===== config.mk =====
export PLATFORM = sky130hd
export DESIGN_NAME = dual_fetch_unit
export DESIGN_NICKNAME = d
export VERILOG_FILES = /design/src/rtl/dual_fetch_unit.sv
export SDC_FILE = /design/constraint.sdc
export NUM_CORES = 1
export LEC_CHECK = 0
export BUFFER_PORTS_ARGS = -buffer_cell sky130_fd_sc_hd__buf_2
export CORE_UTILIZATION = 50
export CTS_BUF_LIST = sky130_fd_sc_hd__clkbuf_8
export CTS_CLUSTER_SIZE = 30
export DETAILED_ROUTE_END_ITERATION = 7
export GPL_ROUTABILITY_DRIVEN = 1
export PLACE_DENSITY = 0.82
export SLEW_MARGIN = 25
export SYNTH_ARGS = -nofsm -noshare
export SYNTH_HDL_FRONTEND = slang
export SYNTH_SLANG_ARGS = --single-unit

===== constraint.sdc =====
create_clock -name clk -period 5.7 [get_ports clk]
set_input_delay 1.14 -clock clk [delete_from_list [all_inputs] [get_ports clk]]
set_output_delay 1.14 -clock clk [all_outputs]
set_load 0.01 [all_outputs]

===== src/rtl/dual_fetch_unit.sv =====
// dual_fetch_unit
//   Two-wide instruction fetch stage. Presents a pair of sequential PCs to a
//   combinational instruction memory, buffers each returned pair (with PCs)
//   in a circular fetch queue and hands up to two entries per cycle, in
//   order, to decode. A redirect flushes the queue and restarts fetch.
//
//   Optional feature macro: FETCH_PERF_EN adds the perf_fetched counter port.
//
// Ports
//   clk           in   clock, all state updates on rising edge
//   reset         in   asynchronous active-high reset
//   fakepc1       out  PC of fetch slot 0 (registered)
//   fakepc2       out  fakepc1 + 4
//   fakeinstr1    in   instruction at fakepc1 (same cycle)
//   fakeinstr2    in   instruction at fakepc2 (same cycle)
//   redirect_val  in   flush queue and restart fetch at redirect_pc
//   redirect_pc   in   restart target, bits [1:0] ignored
//   deq_num       in   entries taken by decode this cycle (3 acts as 2)
//   deq_val0/1    out  head / head+1 entry valid
//   deq_pc0/1     out  PCs of head / head+1 entry
//   deq_instr0/1  out  instructions of head / head+1 entry
//   perf_fetched  out  (FETCH_PERF_EN only) instructions enqueued, mod 2^32

module dual_fetch_unit #(
   parameter logic [31:0] RESET_PC = 32'h200,
   parameter int unsigned DEPTH    = 8
) (
   input  logic        clk,
   input  logic        reset,
   output logic [31:0] fakepc1,
   output logic [31:0] fakepc2,
   input  logic [31:0] fakeinstr1,
   input  logic [31:0] fakeinstr2,
   input  logic        redirect_val,
   input  logic [31:0] redirect_pc,
   input  logic [1:0]  deq_num,
   output logic        deq_val0,
   output logic        deq_val1,
   output logic [31:0] deq_pc0,
   output logic [31:0] deq_pc1,
   output logic [31:0] deq_instr0,
   output logic [31:0] deq_instr1
`ifdef FETCH_PERF_EN
   ,
   output logic [31:0] perf_fetched
`endif
);

   localparam int unsigned PW = $clog2(DEPTH);
   localparam int unsigned CW = PW + 1;

   logic [31:0]   pc_q, pc_d;
   logic [PW-1:0] head_q, head_d, tail_q, tail_d;
   logic [PW-1:0] head_p1, tail_p1;
   logic [CW-1:0] count_q, count_d;

   logic [31:0]   q_pc    [DEPTH];
   logic [31:0]   q_instr [DEPTH];

   logic          enq;
   logic [1:0]    deq_req;
   logic [1:0]    deq_eff;

   // Low address bits of the redirect target are discarded by design.
   logic          unused_rpc;
   assign unused_rpc = ^redirect_pc[1:0];

   assign head_p1 = head_q + PW'(1);
   assign tail_p1 = tail_q + PW'(1);

   assign fakepc1 = pc_q;
   assign fakepc2 = pc_q + 32'd4;

   assign deq_val0   = (count_q != '0);
   assign deq_val1   = (count_q >= CW'(2));
   assign deq_pc0    = q_pc[head_q];
   assign deq_pc1    = q_pc[head_p1];
   assign deq_instr0 = q_instr[head_q];
   assign deq_instr1 = q_instr[head_p1];

   always_comb begin
      deq_req = (deq_num == 2'd3) ? 2'd2 : deq_num;
      // Requests beyond the valid entries are clamped; count_q <= 1 here.
      if (count_q < CW'(deq_req)) begin
         deq_eff = count_q[1:0];
      end else begin
         deq_eff = deq_req;
      end
      // Room is judged on the pre-dequeue occupancy.
      enq = !redirect_val && (count_q <= CW'(DEPTH - 2));

      pc_d    = pc_q;
      head_d  = head_q;
      tail_d  = tail_q;
      count_d = count_q;

      if (redirect_val) begin
         pc_d    = {redirect_pc[31:2], 2'b00};
         head_d  = '0;
         tail_d  = '0;
         count_d = '0;
      end else begin
         head_d  = head_q + PW'(deq_eff);
         count_d = count_q - CW'(deq_eff);
         if (enq) begin
            tail_d  = tail_q + PW'(2);
            count_d = count_d + CW'(2);
            pc_d    = pc_q + 32'd8;
         end
      end
   end

   always_ff @(posedge clk or posedge reset) begin
      if (reset) begin
         pc_q    <= RESET_PC;
         head_q  <= '0;
         tail_q  <= '0;
         count_q <= '0;
      end else begin
         pc_q    <= pc_d;
         head_q  <= head_d;
         tail_q  <= tail_d;
         count_q <= count_d;
      end
   end

   // Queue storage needs no reset: entries are only read once counted valid.
   always_ff @(posedge clk) begin
      if (enq && !reset) begin
         q_pc[tail_q]     <= fakepc1;
         q_instr[tail_q]  <= fakeinstr1;
         q_pc[tail_p1]    <= fakepc2;
         q_instr[tail_p1] <= fakeinstr2;
      end
   end

`ifdef FETCH_PERF_EN
   logic [31:0] perf_q;

   // Survives redirects; only reset clears it.
   always_ff @(posedge clk or posedge reset) begin
      if (reset) begin
         perf_q <= '0;
      end else if (enq) begin
         perf_q <= perf_q + 32'd2;
      end
   end

   assign perf_fetched = perf_q;
`endif

endmodule


==> results.ini <==
[outcome]
run_status = complete, no violations

[placed_design]
hpwl_after_detailed_placement_mm = 43.9
finalWeightedCongestion = 0.806
buffer_ports.inserted = 284
post-place-ws_ns = 1.51
placed_area_um2 = 30600

[worst_setup_path]
startpoint = head_q[0]$_DFF_PP0_
worst_path_max_delay_cell = ha_4
cp.buffers_inverters = 2
crit_path_max_incr_delay_ns = 0.82
ordered_cell_list_for_the_critical_path = ha_4 -> buf_12 -> mux4_2 -> mux2_2 -> buf_2
path_max_fanout = 44
timing.critical_path.arrival_ns = 3.69
critical-path-top-delay-family = multiplexers
reg2reg_path_depth = 6
cp.depth = 5
source_of_the_worst_register_to_register_timing_path = fakepc1[3]$_DFFE_PP0N_
start_kind = register
worstPathRequired_ns = 4.56
end_kind = primary output
timing.setup.critical_path_class = reg -> out

[synth]
synth.area.mux_share_pct = 24.1
synth_instances = 2127
post_synth_instance_area_um2 = 29000
post_synth.cell_area_avg_um2 = 13.6
synth_compound_area_share_pct = 1.12
yosysWarnings = 0
post_synth_xor_area_fraction_pct = 4.86
yosysTopAreaCell = edfxtp_1
synth-edff-count = 496
ys_ff_latch = 535
synth_sequential_area_ratio_pct = 54.7
yosys-top-cells-area = edfxtp_1 51%, mux4_2 19%, nand2_1 6.2%
share_of_synthesized_flip_flops_with_an_asynchronous_set_or_reset_pct = 7.29
synth_top_family_by_area = multiplexers
post-synth-top-area-fraction_pct = 51.4
distinct_cell_type_count_after_synthesis = 50
post_synth_fa_ha_maj_area_fraction_pct = 0.656
yosys_most_used_dff = edfxtp_1
post_synth_and_or_nand_nor_area_fraction_pct = 10.1

[worst_hold_path]
hp-start = tail_q[2]$_DFFE_PP0N_
min_path_cells = 2
hold_class = reg -> reg

[cells_and_area]
most_common_cell_after_layout_fill_and_taps_aside = edfxtp_1
syn_to_final_growth_pct = 11.2
final_core_utilization_pct = 56.8
final.fill_count = 4390
design.final.nets = 2358
most_frequent_cells_in_the_layout = 496 x edfxtp_1, 482 x nand2_1, 284 x buf_2
finalInstanceArea_um2 = 32200
drive_above_1_share_pct = 35.7

[clock_network]
cts.repair_timing.setup_buffer_count = 0
clock_insertion_delay_worst_skew_ns = 0.67
h-tree-depth = 3
cts_hold_buf = 0
ctsLongestPathBuffers = 3
cts.root.buffer_cell = clkbuf_8
tritoncts = done
cts_buffers = 89
clock_sinks = 535
cts.repair.resized = 0
clock_slew_at_the_register_clock_pins_of_the_worst_setup_and_hold_paths_ns = 0.06

[timing]
layout_worst_path_cycle_share_pct = 84.7
skew_ns = 0.0309
timing.final.crit_period_ns = 4.83
setup_slack_after_layout_ns = 0.872
setup_viol = 0
tightest_slew_ns = 1.03
timing.setup.tns_ns = 0
timing.final.max_slew_violations = 0
rsz_0062_raised_after_global_routing = no
worst_slew_margin_rel_pct = 31.1
finalHoldViolCount = 0
timing.fmax_mhz = 207

[global_route]
pin_count_of_the_biggest_net_entering_global_routing = 157
antenna_violations_before_repair = 0
global_route_wire_length_before_repair_mm = 111
grt_pass1_vias = 19442
globalRouteOverflowTotal = 0
grt_usage_pct = 24.5

[route]
routed-via-count = 18827
detail_route.iter0.violations = 1778
ant_nets = 0
first_pass_iters = 6
detail_route.drc_violations = 0
via_per_instance_ratio = 6.13
routed_wire_length_per_instance_um = 23.5
routed_wl_mm = 72.1

[power_and_ir_drop]
power.leakage_nw = 11.2
power.density_cell_area_nw_per_um2 = 430
worst_ir_drop_vdd_v = 0.000309

[flow_run]
max-cap-violations = 0

[die]
design.die.area_um2 = 59000
initial_core_util_pct = 51.0
floorplan.die.height_um = 243
pin_count = 295
area_of_the_core_region_um2 = 56800
dieWidth_um = 243
placementRows = 87

[worst paths after layout]
check / end / slack, ns
max in group asynchronous: head_q[2]$_DFF_PP0_ / 4.61
max reg2reg: q_pc[3][24]$_DFFE_PP_ / 2.47
min reg2reg: tail_q[2]$_DFFE_PP0N_ / 0.62
min: tail_q[2]$_DFFE_PP0N_ / 0.62
min in group asynchronous: count_q[3]$_DFF_PP0_ / 0.67
max: deq_instr1[6] / 0.87
[cell type report]
type | instances | area (um^2) | share of cell area (%)
Sequential cell | 535 | 15900 | 49.3
Multi-Input combinational cell | 1286 | 12000 | 37.1
Timing Repair Buffer | 316 | 1790 | 5.56
Clock buffer | 93 | 1280 | 3.97
Tap cell | 756 | 946 | 2.93
Clock inverter | 65 | 299 | 0.927
Inverter | 15 | 76.3 | 0.237
Antenna cell | 3 | 7.51 | 0.0233
[worst min-delay path: stages, from the launching register on]
cell and delay, ns:
dfrtp_1 0.43, nand2_1 0.08, a21oi_1 0.06
[layer usage]
layer  track usage (%)  part of all wire [%]  vias up
met5                 0                     0        -
met4              9.97                   3.5        0
met3              3.93                   8.2      179
met2              40.6                    50     1000
met1              32.2                    39     9569
li1                  -                     -     8079
[report_power, final]
| group | total, mW | leakage [nW] | switching, mW | internal (mW) |
|---|---|---|---|---|
| Sequential | 5.17 | 4.96 | 0.387 | 4.79 |
| Combinational | 5.63 | 5.33 | 2.84 | 2.79 |
| Clock | 3.06 | 0.928 | 1.51 | 1.55 |
[state kept, by name, indices dropped and copies added (netlist names)]
signal and cells:
q_instr 256, q_pc 240, fakepc1 30, count_q 4
head_q 3, tail_q 2
[cells in the mapped netlist, drive strengths merged, types with 11 or more instances]
cell / count
xnor2: 123
nor2: 38
o21ai: 17
buf: 83
or4: 11
mux4: 248
xor2: 38
nand2: 483
nand3: 45
mux2: 124
dfrtp: 38
nor4: 19
nor3: 23
a31oi: 13
nand4: 33
edfxtp: 496
inv: 13
clkbuf: 215
ha: 12
[stage by stage]
step                total power [mW]  instances  hold slack (ns)
global placement                10.7       2907            0.571
floorplan                       9.10       2134            0.559
detailed placement              10.9       2907            0.615
global route                    14.5       3066            0.648
finish                          13.9       3069            0.625
CTS                             14.0       3065            0.606
[logic make-up after synthesis]
| kind of cell | Yosys count |
|---|---|
| multiplexers | 373 |
| other | 1 |
| buffers and inverters | 313 |
| flip-flops | 535 |
| AND/OR/NAND/NOR | 680 |
| XOR/XNOR | 161 |
| AO/OA/AOI/OAI | 50 |
| adder cells (fa/ha/maj) | 14 |
No activity file was read; power rests on OpenSTA's default activity.
